File: config.mk
export PLATFORM = sky130hd
export DESIGN_NAME = axi_llc_way_scrub_ctrl_flat
export DESIGN_NICKNAME = d
export VERILOG_FILES = /design/src/rtl/axi_llc_way_scrub_ctrl_if.sv /design/src/rtl/axi_llc_way_scrub_ctrl.sv /design/src/flat_wrapper.sv
export SDC_FILE = /design/constraint.sdc
export NUM_CORES = 1
export LEC_CHECK = 0
export CAP_MARGIN = 20
export CELL_PAD_IN_SITES_DETAIL_PLACEMENT = 0
export CELL_PAD_IN_SITES_GLOBAL_PLACEMENT = 2
export CORE_MARGIN = 5
export CORE_UTILIZATION = 29
export CTS_BUF_LIST = sky130_fd_sc_hd__clkbuf_16
export DETAILED_ROUTE_END_ITERATION = 16
export PLACE_DENSITY_LB_ADDON = 0.12
export SLEW_MARGIN = 5
export SYNTH_ARGS = -nofsm -noshare
export SYNTH_HDL_FRONTEND = slang
export SYNTH_SLANG_ARGS = --single-unit
File: constraint.sdc
create_clock -name clk_i -period 2.4 [get_ports clk_i]
set_clock_uncertainty 0.05 [all_clocks]
set_input_delay 0.36 -clock clk_i [delete_from_list [all_inputs] [get_ports clk_i]]
set_output_delay 0.36 -clock clk_i [all_outputs]
set_load 0.1 [all_outputs]
File: src/rtl/axi_llc_way_scrub_ctrl_if.sv
`default_nettype none
// ============================================================================
//  Module      : axi_llc_way_scrub_ctrl_if
//  Description : Way-request and scrub-response bundle between the functional
//                request merge, the scrub controller and the way crossbar.
//  Revision    : 1.0 - initial release
// ============================================================================
interface axi_llc_way_scrub_ctrl_if #(
  parameter int NumWays = 8,
  parameter int LineW   = 8
);
  logic               fn_valid_i;
  logic [NumWays-1:0] fn_way_ind_i;
  logic               fn_ready_o;
  logic               out_valid_o;
  logic               out_ready_i;
  logic               out_scrub_o;
  logic [NumWays-1:0] out_way_ind_o;
  logic [LineW-1:0]   out_line_o;
  logic               scrub_rsp_valid_i;
  logic               scrub_rsp_err_i;

  // Controller side
  modport slave (
    input  fn_valid_i,
    input  fn_way_ind_i,
    input  out_ready_i,
    input  scrub_rsp_valid_i,
    input  scrub_rsp_err_i,
    output fn_ready_o,
    output out_valid_o,
    output out_scrub_o,
    output out_way_ind_o,
    output out_line_o
  );

  // Environment side: functional source, crossbar and response return
  modport master (
    output fn_valid_i,
    output fn_way_ind_i,
    output out_ready_i,
    output scrub_rsp_valid_i,
    output scrub_rsp_err_i,
    input  fn_ready_o,
    input  out_valid_o,
    input  out_scrub_o,
    input  out_way_ind_o,
    input  out_line_o
  );
endinterface
`default_nettype wire

File: src/rtl/axi_llc_way_scrub_ctrl.sv
`default_nettype none
// ============================================================================
//  Module      : axi_llc_way_scrub_ctrl
//  Description : Background ECC scrub sequencer for the LLC data ways; walks
//                every (line, way) pair, arbitrates against functional traffic
//                with a starvation bound and counts scrub ECC errors.
//  Revision    : 1.0 - initial release
// ============================================================================
module axi_llc_way_scrub_ctrl #(
  parameter int NumWays     = 8,
  parameter int NumLines    = 256,
  parameter int ScrubPeriod = 1024,
  parameter int MaxStall    = 16
) (
  input  wire logic                clk_i,
  input  wire logic                rst_ni,
  input  wire logic                en_i,
  input  wire logic                err_clr_i,
  axi_llc_way_scrub_ctrl_if.slave  bus,
  output logic                     busy_o,
  output logic                     pass_done_o,
  output logic [15:0]              err_cnt_o
);

  localparam int c_line_w  = (NumLines > 1) ? $clog2(NumLines) : 1;
  localparam int c_way_w   = (NumWays > 1) ? $clog2(NumWays) : 1;
  localparam int c_stall_w = $clog2(MaxStall + 1);
  localparam int c_timer_w = $clog2(ScrubPeriod + 1);

  typedef enum logic [1:0] {
    ST_IDLE = 2'd0,
    ST_REQ  = 2'd1,
    ST_WAIT = 2'd2
  } state_t;

  typedef enum logic [1:0] {
    LK_NONE  = 2'd0,
    LK_FN    = 2'd1,
    LK_SCRUB = 2'd2
  } lock_t;

  state_t                r_state;
  lock_t                 r_lock;
  logic [c_timer_w-1:0]  r_timer;
  logic [c_stall_w-1:0]  r_stall;
  logic [c_way_w-1:0]    r_way_ptr;
  logic [c_line_w-1:0]   r_line_ptr;
  logic [15:0]           r_err_cnt;
  logic                  r_pass_done;

  logic                  w_stall_ok;
  logic                  w_req_active;
  logic                  w_sel_scrub;
  logic                  w_fn_arb;
  logic                  w_hs_scrub;
  logic                  w_err_hit;
  logic                  w_way_last;
  logic                  w_line_last;
  logic [NumWays-1:0]    w_way_onehot;

  assign w_stall_ok   = (r_stall < c_stall_w'(MaxStall));
  // Dropping en_i only aborts REQ when nothing is locked onto the port.
  assign w_req_active = (r_state == ST_REQ) && ((r_lock != LK_NONE) || en_i);
  assign w_sel_scrub  = w_req_active &&
                        ((r_lock == LK_SCRUB) ||
                         ((r_lock == LK_NONE) && !(bus.fn_valid_i && w_stall_ok)));
  assign w_fn_arb     = w_req_active && (r_lock == LK_NONE) &&
                        bus.fn_valid_i && w_stall_ok;
  assign w_hs_scrub   = w_sel_scrub && bus.out_ready_i;
  assign w_err_hit    = (r_state == ST_WAIT) && bus.scrub_rsp_valid_i &&
                        bus.scrub_rsp_err_i;
  assign w_way_last   = (r_way_ptr == c_way_w'(NumWays - 1));
  assign w_line_last  = (r_line_ptr == c_line_w'(NumLines - 1));

  always_comb begin
    w_way_onehot            = '0;
    w_way_onehot[r_way_ptr] = 1'b1;
  end

  // Port mux: functional passthrough unless the scrub owns the grant.
  always_comb begin
    bus.out_valid_o   = bus.fn_valid_i;
    bus.fn_ready_o    = bus.out_ready_i;
    bus.out_scrub_o   = 1'b0;
    bus.out_way_ind_o = bus.fn_way_ind_i;
    bus.out_line_o    = '0;
    if (w_sel_scrub) begin
      bus.out_valid_o   = 1'b1;
      bus.fn_ready_o    = 1'b0;
      bus.out_scrub_o   = 1'b1;
      bus.out_way_ind_o = w_way_onehot;
      bus.out_line_o    = r_line_ptr;
    end
  end

  always_ff @(posedge clk_i) begin
    if (!rst_ni) begin
      r_state     <= ST_IDLE;
      r_lock      <= LK_NONE;
      r_timer     <= '0;
      r_stall     <= '0;
      r_way_ptr   <= '0;
      r_line_ptr  <= '0;
      r_err_cnt   <= '0;
      r_pass_done <= 1'b0;
    end else begin
      r_pass_done <= 1'b0;

      // A clear coincident with a counted error keeps that error.
      if (err_clr_i) begin
        r_err_cnt <= {15'd0, w_err_hit};
      end else if (w_err_hit && (r_err_cnt != 16'hFFFF)) begin
        r_err_cnt <= r_err_cnt + 16'd1;
      end

      case (r_state)
        ST_IDLE: begin
          r_lock <= LK_NONE;
          if (!en_i) begin
            r_timer <= '0;
          end else if (r_timer == c_timer_w'(ScrubPeriod - 1)) begin
            r_timer <= '0;
            r_state <= ST_REQ;
          end else begin
            r_timer <= r_timer + 1'b1;
          end
        end

        ST_REQ: begin
          if (w_fn_arb) begin
            r_stall <= r_stall + 1'b1;
          end
          if (w_hs_scrub) begin
            r_stall <= '0;
            r_lock  <= LK_NONE;
            r_state <= ST_WAIT;
          end else if (w_sel_scrub) begin
            r_lock <= LK_SCRUB;
          end else if (w_req_active && bus.fn_valid_i && !bus.out_ready_i) begin
            r_lock <= LK_FN;
          end else begin
            r_lock <= LK_NONE;
            if (!en_i) begin
              r_state <= ST_IDLE;
            end
          end
        end

        ST_WAIT: begin
          if (bus.scrub_rsp_valid_i) begin
            if (w_way_last) begin
              r_way_ptr <= '0;
              if (w_line_last) begin
                r_line_ptr  <= '0;
                r_pass_done <= 1'b1;
              end else begin
                r_line_ptr <= r_line_ptr + 1'b1;
              end
            end else begin
              r_way_ptr <= r_way_ptr + 1'b1;
            end
            r_timer <= '0;
            r_state <= ST_IDLE;
          end
        end

        default: begin
          r_state <= ST_IDLE;
          r_lock  <= LK_NONE;
        end
      endcase
    end
  end

  assign busy_o      = (r_state != ST_IDLE);
  assign pass_done_o = r_pass_done;
  assign err_cnt_o   = r_err_cnt;

endmodule
`default_nettype wire
File: src/flat_wrapper.sv
// flat-port wrapper written by rule: the top's interface ports become plain ports
module axi_llc_way_scrub_ctrl_flat 
#(
  parameter int NumWays     = 8,
  parameter int NumLines    = 256,
  parameter int ScrubPeriod = 1024,
  parameter int MaxStall    = 16
)
  (clk_i, rst_ni, en_i, err_clr_i, busy_o, pass_done_o, err_cnt_o, bus_fn_valid_i, bus_fn_way_ind_i, bus_out_ready_i, bus_scrub_rsp_valid_i, bus_scrub_rsp_err_i, bus_fn_ready_o, bus_out_valid_o, bus_out_scrub_o, bus_out_way_ind_o, bus_out_line_o);
  axi_llc_way_scrub_ctrl_if #(.NumWays(NumWays)) bus_i ();
  input  wire logic clk_i;
  input  wire logic rst_ni;
  input  wire logic en_i;
  input  wire logic err_clr_i;
  output logic busy_o;
  output logic pass_done_o;
  output logic [15:0] err_cnt_o;
  input wire logic [$bits(bus_i.fn_valid_i)-1:0] bus_fn_valid_i;
  input wire logic [$bits(bus_i.fn_way_ind_i)-1:0] bus_fn_way_ind_i;
  input wire logic [$bits(bus_i.out_ready_i)-1:0] bus_out_ready_i;
  input wire logic [$bits(bus_i.scrub_rsp_valid_i)-1:0] bus_scrub_rsp_valid_i;
  input wire logic [$bits(bus_i.scrub_rsp_err_i)-1:0] bus_scrub_rsp_err_i;
  output wire logic [$bits(bus_i.fn_ready_o)-1:0] bus_fn_ready_o;
  output wire logic [$bits(bus_i.out_valid_o)-1:0] bus_out_valid_o;
  output wire logic [$bits(bus_i.out_scrub_o)-1:0] bus_out_scrub_o;
  output wire logic [$bits(bus_i.out_way_ind_o)-1:0] bus_out_way_ind_o;
  output wire logic [$bits(bus_i.out_line_o)-1:0] bus_out_line_o;
  assign bus_i.fn_valid_i = bus_fn_valid_i;
  assign bus_i.fn_way_ind_i = bus_fn_way_ind_i;
  assign bus_i.out_ready_i = bus_out_ready_i;
  assign bus_i.scrub_rsp_valid_i = bus_scrub_rsp_valid_i;
  assign bus_i.scrub_rsp_err_i = bus_scrub_rsp_err_i;
  assign bus_fn_ready_o = bus_i.fn_ready_o;
  assign bus_out_valid_o = bus_i.out_valid_o;
  assign bus_out_scrub_o = bus_i.out_scrub_o;
  assign bus_out_way_ind_o = bus_i.out_way_ind_o;
  assign bus_out_line_o = bus_i.out_line_o;
  axi_llc_way_scrub_ctrl #(.NumWays(NumWays), .NumLines(NumLines), .ScrubPeriod(ScrubPeriod), .MaxStall(MaxStall)) u_core (.clk_i(clk_i), .rst_ni(rst_ni), .en_i(en_i), .err_clr_i(err_clr_i), .bus(bus_i), .busy_o(busy_o), .pass_done_o(pass_done_o), .err_cnt_o(err_cnt_o));
endmodule
==> results of run 1 <==
## metrics by stage
step	setup TNS, ns	worst slack (ns)
6_report	-0.02314	-0.01431
5_1_grt	-0.2315	-0.07636
4_1_cts	-0.04960	-0.04706
3_5_place_dp	-1.383	-0.1494
3_3_place_gp	-1.279	-0.1381
2_1_floorplan	-2.079	-0.4581
## critical path, cell delays in order (launching register included)
cell and delay (ns):
dfxtp_1 0.38, or4_4 0.62, buf_8 0.17, o41ai_4 0.34, buf_12 0.22
## cell usage after synthesis (2+ instances only)
| cell | n | area share [%] |
|---|---|---|
| nor2b_1 | 3 | 0.73 |
| or3_1 | 9 | 2.2 |
| o211ai_1 | 3 | 0.87 |
| nand4_1 | 12 | 2.9 |
| and3_1 | 3 | 0.73 |
| nor3_1 | 14 | 2.7 |
| nor2_1 | 20 | 2.9 |
| or2_2 | 3 | 0.73 |
| a31oi_1 | 3 | 0.73 |
| nor3b_1 | 6 | 1.7 |
| xnor2_1 | 4 | 1.4 |
| nor4_1 | 2 | 0.48 |
| clkbuf_1 | 14 | 2.0 |
| mux2i_1 | 2 | 0.78 |
| o31ai_1 | 6 | 1.7 |
| ha_1 | 6 | 2.9 |
| and2_1 | 10 | 2.4 |
| xor2_1 | 4 | 1.4 |
| o22ai_1 | 2 | 0.48 |
| nand2_1 | 37 | 5.4 |
| a32oi_1 | 2 | 0.68 |
| a21oi_1 | 21 | 4.1 |
| nand3_1 | 17 | 3.3 |
| nand2b_1 | 4 | 0.97 |
| o211a_1 | 3 | 1.2 |
| nand3b_1 | 4 | 1.2 |
| o41ai_1 | 9 | 3.1 |
| dfxtp_1 | 48 | 37 |
| and4b_1 | 2 | 0.78 |
| or4_1 | 9 | 2.6 |
| inv_1 | 11 | 1.6 |
| o21ai_0 | 9 | 1.7 |
| nand4b_1 | 2 | 0.68 |
| o21a_1 | 3 | 0.87 |
## logic make-up (layout without fill, tap and decap cells)
| family | Yosys count | count (layout) | share of synthesized area, % |
|---|---|---|---|
| xor gates and xnor gates | 8 | 8 | 2.714 |
| and+or+nand+nor | 160 | 160 | 33.79 |
| muxes | 2 | 2 | 0.7756 |
| DFF | 48 | 48 | 37.23 |
| buffers and inverters | 26 | 106 | 3.781 |
| AOI/OAI and AO/OA | 71 | 71 | 18.81 |
| adders and majority gates | 6 | 6 | 2.908 |
## timing repair
item	4_1_cts	5_1_grt
pin swaps	2	1
gates resized for setup	7	11
buffers inserted	3	1
endpoints found under the hold margin	0	0
endpoints found under the setup margin	17	7
## worst paths after layout
check,end,cells after the start
worst max-delay path,bus_out_way_ind_o[4],4
worst min-delay path,u_core.r_timer[10],2
worst max register to register,u_core.err_cnt_o[13],5
worst min register to register,u_core.r_timer[10],2
## power groups by stage
stage          combinational [mW]  sequential, mW  clock (mW)
3_3_place_gp                0.210           0.818           0
3_5_place_dp                0.210           0.818           0
6_report                    0.208           0.798       0.675
4_1_cts                     0.209           0.798       0.698
5_1_grt                     0.219           0.798       0.740
2_1_floorplan               0.114           0.817           0
## per-layer routing
metal | share of wire (%) | vias to the layer above
met5 | 0 | -
met4 | 0.69 | 0
met3 | 4.0 | 4
met2 | 47 | 44
met1 | 48 | 1187
li1 | - | 1362
## layout make-up
cell class,count,area share [%]
Clock buffer,5,3.159
Clock inverter,3,0.3790
Inverter,12,1.137
Tap cell,108,3.411
Timing Repair Buffer,86,23.88
Sequential cell,48,24.79
Multi-Input combinational cell,247,43.24
## registers in the layout, indices dropped and copies added, names as in the netlist
signal,cells
u_core.err_cnt_o,16
u_core.r_timer,11
u_core.r_line_ptr,8
u_core.r_stall,5
u_core.r_way_ptr,3
u_core.r_lock,2
u_core.r_state,2
u_core.pass_done_o,1
==> run_results.csv, run 1 <==
group,metric,value,unit
critical_path,regToRegStartpoint,"u_core.r_state[0]",
pwr,leakagePower,1.541,nW
yosys,synthCells,321,
placed_design,dp.cells,497,
global_routing,grt_antenna_before_repair,0,
global_routing,grt_pass1_wl,12.40,mm
finish,ff_latch_area,982.2,um^2
drt,drc,0,
global_routing,grt_pass1_vias,2523,
critical_path,crit_start,"u_core.r_lock[0]",
placed_design,gp_congestion,0.7888,
timing,slew_violations,0,
finish,antenna_cells,0,
pwr,ir_drop,0.0002453,V
drt,vias,2597,
finish,final_cell_mix,"48 x buf_4, 36 x nand2_1, 33 x dfxtp_1",
critical_path,cp-start-kind,"flip-flop",
critical_path,path_max_fanout,7,
drt,dr.first_iter.drc_count,98,
finish,multi_input_area,1713,um^2
drt,drtPass1Iterations,4,
global_routing,grt_max_degree,15,
critical_path,cp_data_arrival_time,2.00,ns
pwr,power_frac_comb,12.4,%
floorplan,die_h,104.3,um
cts,insertion_delay,0.28,ns
timing,period_needed,2.414,ns
critical_path,crit_required,1.99,ns
finish,layout.cells.non_filler,509,
yosys,ys.flop_type,"dfxtp_1",
pwr,power_frac_clock,40.2,%
pwr,power.internal,1.264,mW
yosys,synth-seq-cells,48,
timing,fmax,414.2,MHz
floorplan,start_util,29.74,%
yosys,synth_edf_count,0,
finish,finish.instance_area,3961,um^2
drt,wl_per_cell,14.46,um
global_routing,grt_use_total,13.41,%
yosys,synth_cell_types,48,
floorplan,core,8678,um^2
status,status,"finished with violations",
cts,clk_pin_slew_worst_paths,0.06,ns
timing,min_period_over_period,100.6,%
timing,setup_viol,2,
hold_path,hold_start,"u_core.r_timer[10]",
floorplan,die_area,10890,um^2
timing,worst_slew_pin_slew,0.5108,ns
timing,maxSlewHeadroom,65.95,%
drt,wirelength,7.361,mm
critical_path,cp-end-kind,"output port",
finish,fillers,861,
global_routing,use_met3,3.104,%
cts,clk_path_buf_depth,2,
drt,ant_nets,0,
finish,final_common_cell,"buf_4",
run,drv_cap,0,
yosys,yosysWarningCount,0,
critical_path,rrSetupSlack,0.36,ns
cts,h-tree-depth,2,
global_routing,grt_busiest_layer,"met2",
yosys,synthArstFlopShare,0,%
cts,holdBufCountCts,0,
floorplan,rows,34,
yosys,synth_nets,343,
drt,vias_per_cell,5.102,
finish,nNetsFinal,422,
global_routing,gr-usage-met2,21.99,%
placed_design,dp_hpwl,5.485,mm
cts,cts_tree,"yes",
cts,cts.sinks,48,
timing,holdWs,0.4013,ns
timing,rsz0062_at_grt,"true",
critical_path,crit_type,"flip-flop to output port",
global_routing,grt_use_met1,17.53,%
timing,final.setup.worst_slack,-0.01431,ns
status,violations,"setup timing",
timing,hold_viol,0,
finish,drive_gt1_share,30.17,%
cts,cts_made_buffers,5,
floorplan,top_level_ports,53,
yosys,yosysSeqAreaShare,37.23,%
yosys,avgSynthCellArea,8.041,um^2
cts,cts_root_buf,"clkbuf_16",
hold_path,worstHoldPathType,"flip-flop to flip-flop",
pwr,power,1.682,mW
placed_design,io_buffers,52,
floorplan,die_x,104.3,um
placed_design,dpl_cell_area,3759,um^2
pwr,p_seq_share,47.5,%
pwr,p_sw,0.4179,mW
finish,syn_to_final_growth,53.47,%
global_routing,grt-ovfl-total,0,
pwr,power_density,424.6,nW/um^2
finish,fin_util,45.65,%
pwr,switching_share,24.84,%
yosys,synth_area,2581,um^2
Note: power is estimated with default switching activity, not from simulation.
==> run 2: changes to the inputs <==
- CORE_UTILIZATION: 29 -> 36
- DONT_BUFFER_PORTS: not set -> 1
==> run_results.csv, run 2 (synthesis results as in run 1) <==
group,metric,value,unit
cts,cts_setup_buffers,0,
timing,worst_slew_pin_slew,0.5470,ns
global_routing,grt_use_total,15.12,%
cts,holdBufCountCts,0,
placed_design,dp.cells,452,
placed_design,io_buffers,0,
timing,maxSlewHeadroom,63.54,%
finish,nNetsFinal,385,
critical_path,cp_data_arrival_time,2.01,ns
critical_path,path_max_fanout,15,
pwr,power_density,455.1,nW/um^2
finish,syn_to_final_growth,38.10,%
status,status,"finished with violations",
placed_design,gp_congestion,0.7612,
hold_path,worstHoldPathType,"primary input to flip-flop",
timing,period_needed,2.421,ns
global_routing,grt_pass1_vias,2306,
finish,multi_input_area,1697,um^2
drt,dr_wl_met3,332,um
critical_path,crit_type,"flip-flop to output port",
cts,clk_path_buf_depth,2,
drt,drtPass1Iterations,4,
finish,final_common_cell,"nand2_1",
status,violations,"setup timing",
timing,hold_viol,0,
finish,ff_latch_area,978.4,um^2
run,drv_cap,0,
global_routing,grt_pass1_wl,10.85,mm
finish,layout.cells.non_filler,460,
finish,final_cell_mix,"37 x nand2_1, 34 x dfxtp_1, 31 x buf_4",
critical_path,regToRegStartpoint,"u_core.r_state[0]",
pwr,ir_drop,0.0002312,V
cts,cts_tree,"yes",
floorplan,core,6869,um^2
global_routing,grt-ovfl-total,0,
finish,antenna_cells,0,
floorplan,rows,30,
drt,wl_per_cell,14.49,um
drt,dr_wl_met2,3.341,mm
drt,vias_per_cell,5.463,
cts,insertion_delay,0.28,ns
finish,largest_register_ffs,16,
finish,fillers,648,
floorplan,die_h,94.68,um
timing,setup_viol,10,
cts,clk_pin_slew_worst_paths,0.06,ns
pwr,power,1.622,mW
critical_path,rrSetupSlack,0.32,ns
pwr,leakagePower,1.345,nW
cts,cts_root_buf,"clkbuf_16",
finish,finish.instance_area,3565,um^2
timing,final.setup.worst_slack,-0.02081,ns
global_routing,grt_antenna_before_repair,0,
critical_path,r2r_end,"u_core.err_cnt_o[7]",
floorplan,top_level_ports,53,
drt,wl_met1,2.938,mm
critical_path,crit_required,1.99,ns
drt,ant_nets,0,
critical_path,cp-end-kind,"output port",
drt,dr.first_iter.drc_count,116,
timing,min_period_over_period,100.9,%
critical_path,ff2ff_path_depth,6,
drt,wirelength,6.665,mm
floorplan,die_x,94.68,um
timing,fin_tns_setup,-0.07120,ns
floorplan,die_area,8963,um^2
cts,cts_made_buffers,5,
cts,h-tree-depth,2,
drt,drc,0,
timing,rsz0062_at_grt,"true",
critical_path,cp-start-kind,"flip-flop",
placed_design,place_ws,0.2153,ns
floorplan,start_util,37.58,%
placed_design,dp_hpwl,5.031,mm
drt,top_layer,"met4",
timing,slew_violations,0,
critical_path,crit_start,"u_core.r_state[1]",
cts,cts.sinks,48,
cts,cts_resized,1,
finish,drive_gt1_share,26.10,%
timing,fmax,413.1,MHz
global_routing,grt_max_degree,17,
critical_path,crit_path_end,"bus_out_way_ind_o[3]",
placed_design,dpl_cell_area,3421,um^2
drt,vias,2513,
==> run 2: changes by cell type in the layout (fill, tap and decap cells not counted), moves of 2 or more <==
cell | before | now
and2_4 | 8 | 1
buf_4 | 48 | 31
and2_2 | 1 | 8
buf_12 | 20 | 17
dlygate4sd2_1 | 2 | 0
clkdlybuf4s50_1 | 13 | 0
==> run 2: routing by layer <==
metal / up-vias / global-route usage [%]
li1: 1283 / -
met1: 1180 / 18.01
met2: 44 / 26.54
met3: 6 / 3.904
met4: 0 / 4.567
met5: - / 0
==> run 2: through the flow <==
step,hold WS [ns],util (%)
after floorplan,0.3706,-
after global placement,0.3946,49.80
after detailed placement,0.3936,49.80
after CTS,0.1384,51.89
after global routing,0.1426,51.89
final,0.1493,51.89
==> run 2: worst min-delay path by stage <==
stage / from / to / slack [ns] / depth (start not counted)
floorplan: u_core.r_timer[10] / u_core.r_timer[10] / 0.37 / 2
global placement: u_core.r_timer[10] / u_core.r_timer[10] / 0.39 / 2
detailed placement: u_core.r_timer[10] / u_core.r_timer[10] / 0.39 / 2
CTS: rst_ni / u_core.r_timer[10] / 0.14 / 2
global route: rst_ni / u_core.r_timer[10] / 0.14 / 2
finish: rst_ni / u_core.r_state[0] / 0.15 / 1
==> run 2: cell type report <==
class | instances | area share [%]
clock inverters | 3 | 0.4212
flip-flops and latches | 48 | 27.45
inverters | 12 | 1.264
repair buffers | 49 | 16.39
multi-input cells | 247 | 47.60
clock buffers | 5 | 3.510
well taps | 96 | 3.370
==> run 2: power by group <==
| part | leakage (nW) | total [mW] | switching, mW | internal (mW) |
|---|---|---|---|---|
| sequential | 0.394 | 0.800 | 0.00191 | 0.798 |
| clock | 0.0687 | 0.663 | 0.284 | 0.379 |
| combinational | 0.882 | 0.160 | 0.103 | 0.0569 |
==> run 2: critical path, cell delays in order (launching register included) <==
cell,delay (ns)
dfxtp_2,0.32
nand2b_4,0.14
or4_4,0.57
buf_6,0.20
o41ai_4,0.28
buf_12,0.22
==> run 3: changes to the inputs <==
- GPL_ROUTABILITY_DRIVEN: not set -> 1
==> results of run 3 <==
No change in the layout: final DEF, timing and power equal those of run 2.
==> edit 1: new RTL, flow settings as in run 3 <==
Reset style: asynchronous (`rst_ni`), changed in one clocked block.
--- a/src/rtl/axi_llc_way_scrub_ctrl.sv
+++ b/src/rtl/axi_llc_way_scrub_ctrl.sv
@@ -94,5 +94,5 @@
   end
 
-  always_ff @(posedge clk_i) begin
+  always_ff @(posedge clk_i or negedge rst_ni) begin
     if (!rst_ni) begin
       r_state     <= ST_IDLE;
Function: no difference found for any inputs over 10 cycles, from zero or initial values and one cycle with rst_ni low; that may be too few to reach the edited logic, so the function may still have changed.
==> edit 1 against run 3 <==
  * Power grew 12%
  * Area after synthesis grew 7.0%
  * Sequential power grew 3.1%
  * Routed wire length grew 0.20%
  * Sequential share of layout area grew 4.9 points
  * Sequential cell count is the same
  * Cell area grew 4.3%
  * Worst setup slack gained 170 ps
  * First-iteration DRC count shrank 23%
  * Largest cell class unchanged
  * Highest routed layer unchanged
==> edit 1: results <==
export IMPL_ctsHoldBuffers=2
export IMPL_grt_max_degree=49
export IMPL_drive_gt1_share_pct=21.8
export IMPL_clock_fmax_mhz=444
export IMPL_ys_async_sr_fraction_pct=100
export IMPL_whs_ps=85.2
export IMPL_grtUsageTotal_pct=14.6
export IMPL_synthFlopType="dfrtp_1"
export IMPL_dpl_hpwl_um=4870
export IMPL_relSlewSlack_pct=41.4
export IMPL_first_global_vias=2357
export IMPL_path_max_fanout=19
export IMPL_ys_seq_area_share_pct=43.5
export IMPL_r2r_cells=7
export IMPL_ys_types=53
export IMPL_power_leakage_nw=1.72
export IMPL_fin_nets=361
export IMPL_cp_slowest_cell="dfrtp_1"
export IMPL_critPathArrivalTime_ps=1840
export IMPL_synthTopCellsByArea="dfrtp_1 (43%), nand2_1 (5.2%), xor2_1 (4.4%)"
export IMPL_status="completed"
export IMPL_synthTopCellsByCount="dfrtp_1 (48), nand2_1 (38), nor2_1 (31)"
export IMPL_synth_nets=319
export IMPL_critPathMaxStageDelay_ps=500
export IMPL_crit_path_end="bus_out_way_ind_o[1]"
export IMPL_wl_um=6680
export IMPL_cts_repair_resized=0
export IMPL_drt_iter0_markers=89
export IMPL_ff2ff_setup_slack_ps=540
export IMPL_dpl_cell_area_um2=3520
-- edit 1: cells by family (layout without fill, tap and decap cells) --
group | Yosys count | after routing | share of synthesized area, %
buffers and inverters | 21 | 64 | 3.44
flip-flops | 48 | 48 | 43.5
multiplexers | 5 | 5 | 1.95
adder cells (fa/ha/maj) | 6 | 6 | 2.72
AO/OA/AOI/OAI | 66 | 66 | 15.7
XOR/XNOR | 16 | 16 | 5.07
AND/OR/NAND/NOR | 135 | 135 | 27.6
-- edit 1: power breakdown --
group	leakage (nW)	switching [W]	total, W	internal, W
clock network	0.0789	0.000304	0.000789	0.000485
registers	0.662	0.00000744	0.000825	0.000817
logic	0.975	0.000136	0.000208	0.0000723
-- edit 1: layout make-up --
| class | count | area, um2 | share of cell area (%) |
|---|---|---|---|
| Clock buffer | 5 | 125 | 3.36 |
| Clock inverter | 3 | 37.5 | 1.01 |
| Inverter | 11 | 41.3 | 1.11 |
| Multi-Input combinational cell | 228 | 1590 | 42.7 |
| Sequential cell | 48 | 1200 | 32.3 |
| Tap cell | 102 | 128 | 3.43 |
| Timing Repair Buffer | 45 | 598 | 16.1 |
-- edit 1: routing by layer --
metal,wire length (um),track usage [%]
met5,0,0
met4,62,3.73
met3,340,4.38
met2,3320,24.5
met1,2950,18.3
-- edit 1: critical path, delay by kind of cell (launching register included) --
family | cells | cell delay [ps]
AOI/OAI and AO/OA | 1 | 330
and+or+nand+nor | 3 | 490
buffers and inverters | 1 | 220
DFF | 1 | 500
-- edit 1: metrics by stage --
| step | instances | TNS, ps |
|---|---|---|
| 2_1_floorplan | 297 | -685 |
| 3_3_place_gp | 432 | 0 |
| 3_5_place_dp | 432 | 0 |
| 4_1_cts | 442 | 0 |
| 5_1_grt | 442 | 0 |
| 6_report | 442 | 0 |
==> edit 2: new RTL, flow settings as in run 3 <==
Without the edit above. `MaxStall` is set to 16 in 2 places; all go to 64.
--- a/src/rtl/axi_llc_way_scrub_ctrl.sv
+++ b/src/rtl/axi_llc_way_scrub_ctrl.sv
@@ -11,5 +11,5 @@
   parameter int NumLines    = 256,
   parameter int ScrubPeriod = 1024,
-  parameter int MaxStall    = 16
+  parameter int MaxStall    = 64
 ) (
   input  wire logic                clk_i,
--- a/src/flat_wrapper.sv
+++ b/src/flat_wrapper.sv
@@ -5,5 +5,5 @@
   parameter int NumLines    = 256,
   parameter int ScrubPeriod = 1024,
-  parameter int MaxStall    = 16
+  parameter int MaxStall    = 64
 )
   (clk_i, rst_ni, en_i, err_clr_i, busy_o, pass_done_o, err_cnt_o, bus_fn_valid_i, bus_fn_way_ind_i, bus_out_ready_i, bus_scrub_rsp_valid_i, bus_scrub_rsp_err_i, bus_fn_ready_o, bus_out_valid_o, bus_out_scrub_o, bus_out_way_ind_o, bus_out_line_o);
Check against the original RTL: no difference found for any inputs over 10 cycles, from zero or initial values and one cycle with rst_ni low; that may be too few to reach the edited logic, so the function may still have changed.
==> edit 2 against run 3 <==
  * Sequential power grew 3.9%
  * Cell area grew 4.7%
  * Sequential cell count grew 2
  * Power grew 8.7%
  * Area after synthesis grew 6.2%
  * Critical path depth is the same
  * Worst setup slack gained 37 ps
  * First-iteration DRC count shrank 11%
  * Clock power grew 17%
  * Routed wire length grew 8.3%
  * Global-route usage grew 0.38 points
  * Utilization shrank 1.0 points
  * Highest routed layer unchanged
==> edit 2: results <==
export IMPL_critPathTopFamily="simple AND/OR/NAND/NOR gates"
export IMPL_synthTopCellsByCount="dfxtp_1 (50), nand2_1 (38), nor2_1 (23)"
export IMPL_drive_gt1_share_pct=25.6
export IMPL_critPathArrivalTime_ps=1970
export IMPL_status="completed"
export IMPL_fillers=703
export IMPL_drt_iter0_markers=103
export IMPL_relSlewSlack_pct=55.0
export IMPL_crit_start="u_core.r_lock[1]$_SDFFE_PN0N_"
export IMPL_synthTopCellsByArea="dfxtp_1 (37%), nand2_1 (5.2%), a21oi_1 (4.0%)"
export IMPL_path_max_fanout=12
export IMPL_clk_latency_ps=280
export IMPL_dpl_hpwl_um=5360
export IMPL_numPortBuffers=0
export IMPL_yosys_warnings=0
export IMPL_grtUsageTotal_pct=15.5
export IMPL_htreeDepth=2
export IMPL_power_leakage_nw=1.35
export IMPL_routabilityCongestion=0.804
export IMPL_ff2ff_setup_slack_ps=350
export IMPL_ys_seq_area_share_pct=36.5
export IMPL_synth_nets=361
export IMPL_largest_reg_flops=16
export IMPL_drc=0
export IMPL_antenna_found_initial=0
export IMPL_hold_path_class="in2reg"
export IMPL_critPathMaxStageDelay_ps=580
export IMPL_ys_types=54
export IMPL_cp_slowest_cell="or4_4"
export IMPL_clock_path_buffers=2
export IMPL_fin_nets=405
export IMPL_cts_buffers=5
export IMPL_grt_max_degree=21
export IMPL_clkTransAtPathRegs_ps=70
export IMPL_crit_path_end="bus_out_way_ind_o[5]"
export IMPL_viasPerCell=5.44
export IMPL_reg2reg_to="u_core.r_stall[5]$_SDFFE_PN0P_"
export IMPL_ys_async_sr_fraction_pct=0
export IMPL_worst_ir_drop_vdd_mv=0.378
export IMPL_grt_pass1_wl_um=12500
export IMPL_cts_root_buf="clkbuf_16"
export IMPL_first_global_vias=2551
export IMPL_drtPass1Iterations=6
export IMPL_n_antenna_cell=0
export IMPL_wl_um=7220
export IMPL_r2r_cells=6
==> edit 2: timing repair <==
| item | CTS | global route |
|---|---|---|
| gates resized for setup | 3 | 1 |
| setup endpoints to repair | 10 | 14 |
| hold buffers | 0 | 0 |
| buffers inserted | 2 | 0 |
| pin swaps | 1 | 0 |
==> edit 2: final cells by class <==
type	instances	area share, %
clock buffer	5	3.35
clock inverter	2	0.905
inverter	12	1.21
multi-input combinational	264	48.2
sequential	50	27.3
tap	99	3.32
timing repair buffer	50	15.8
==> edit 2: through the flow <==
step / instance area, um2 / setup slack, ps / hold WS (ps) / instances
2_1_floorplan: 2930 / -383 / 365 / 339
3_3_place_gp: 3540 / 245 / 383 / 473
3_5_place_dp: 3540 / 217 / 386 / 473
4_1_cts: 3730 / -5.45 / 141 / 482
5_1_grt: 3730 / -38.2 / 138 / 482
6_report: 3730 / 16.3 / 146 / 482
==> edit 2: cell families (layout without fill, tap and decap cells) <==
family	count (synthesis)	after routing	share of synthesized area [%]
adders and majority gates	6	6	2.74
muxes	4	4	1.46
AOI/OAI and AO/OA	81	81	19.6
DFF	50	50	36.5
xor gates and xnor gates	10	10	3.19
buffers and inverters	25	69	3.56
and+or+nand+nor	163	163	33.0
==> edit 2: worst min-delay path by stage <==
stage	from	end	depth (start not counted)
finish	rst_ni	u_core.r_timer[8]$_SDFFE_PN0P_	1
global route	rst_ni	u_core.r_timer[8]$_SDFFE_PN0P_	1
CTS	rst_ni	u_core.r_timer[8]$_SDFFE_PN0P_	1
detailed placement	u_core.r_timer[10]$_SDFFE_PN0P_	u_core.r_timer[10]$_SDFFE_PN0P_	2
global placement	u_core.r_timer[10]$_SDFFE_PN0P_	u_core.r_timer[10]$_SDFFE_PN0P_	2
floorplan	u_core.r_timer[10]$_SDFFE_PN0P_	u_core.r_timer[10]$_SDFFE_PN0P_	2
==> edit 2: power breakdown <==
| part | total [W] | internal [W] | switching (W) | leakage [nW] |
|---|---|---|---|---|
| registers | 0.000831 | 0.000830 | 0.00000181 | 0.409 |
| clock network | 0.000774 | 0.000482 | 0.000291 | 0.0773 |
| logic | 0.000158 | 0.0000524 | 0.000106 | 0.866 |
| total | 0.00176 | 0.00136 | 0.000399 | 1.35 |
==> edit 2: layer usage <==
layer / vias up / routed length [um] / GRT usage, % / share of wire [%]
met4: 0 / 44 / 3.19 / 0.61
met5: - / 0 / 0 / 0
met1: 1240 / 3590 / 20.9 / 50
li1: 1353 / - / - / -
met2: 24 / 3380 / 25.5 / 47
met3: 4 / 201 / 3.45 / 2.8
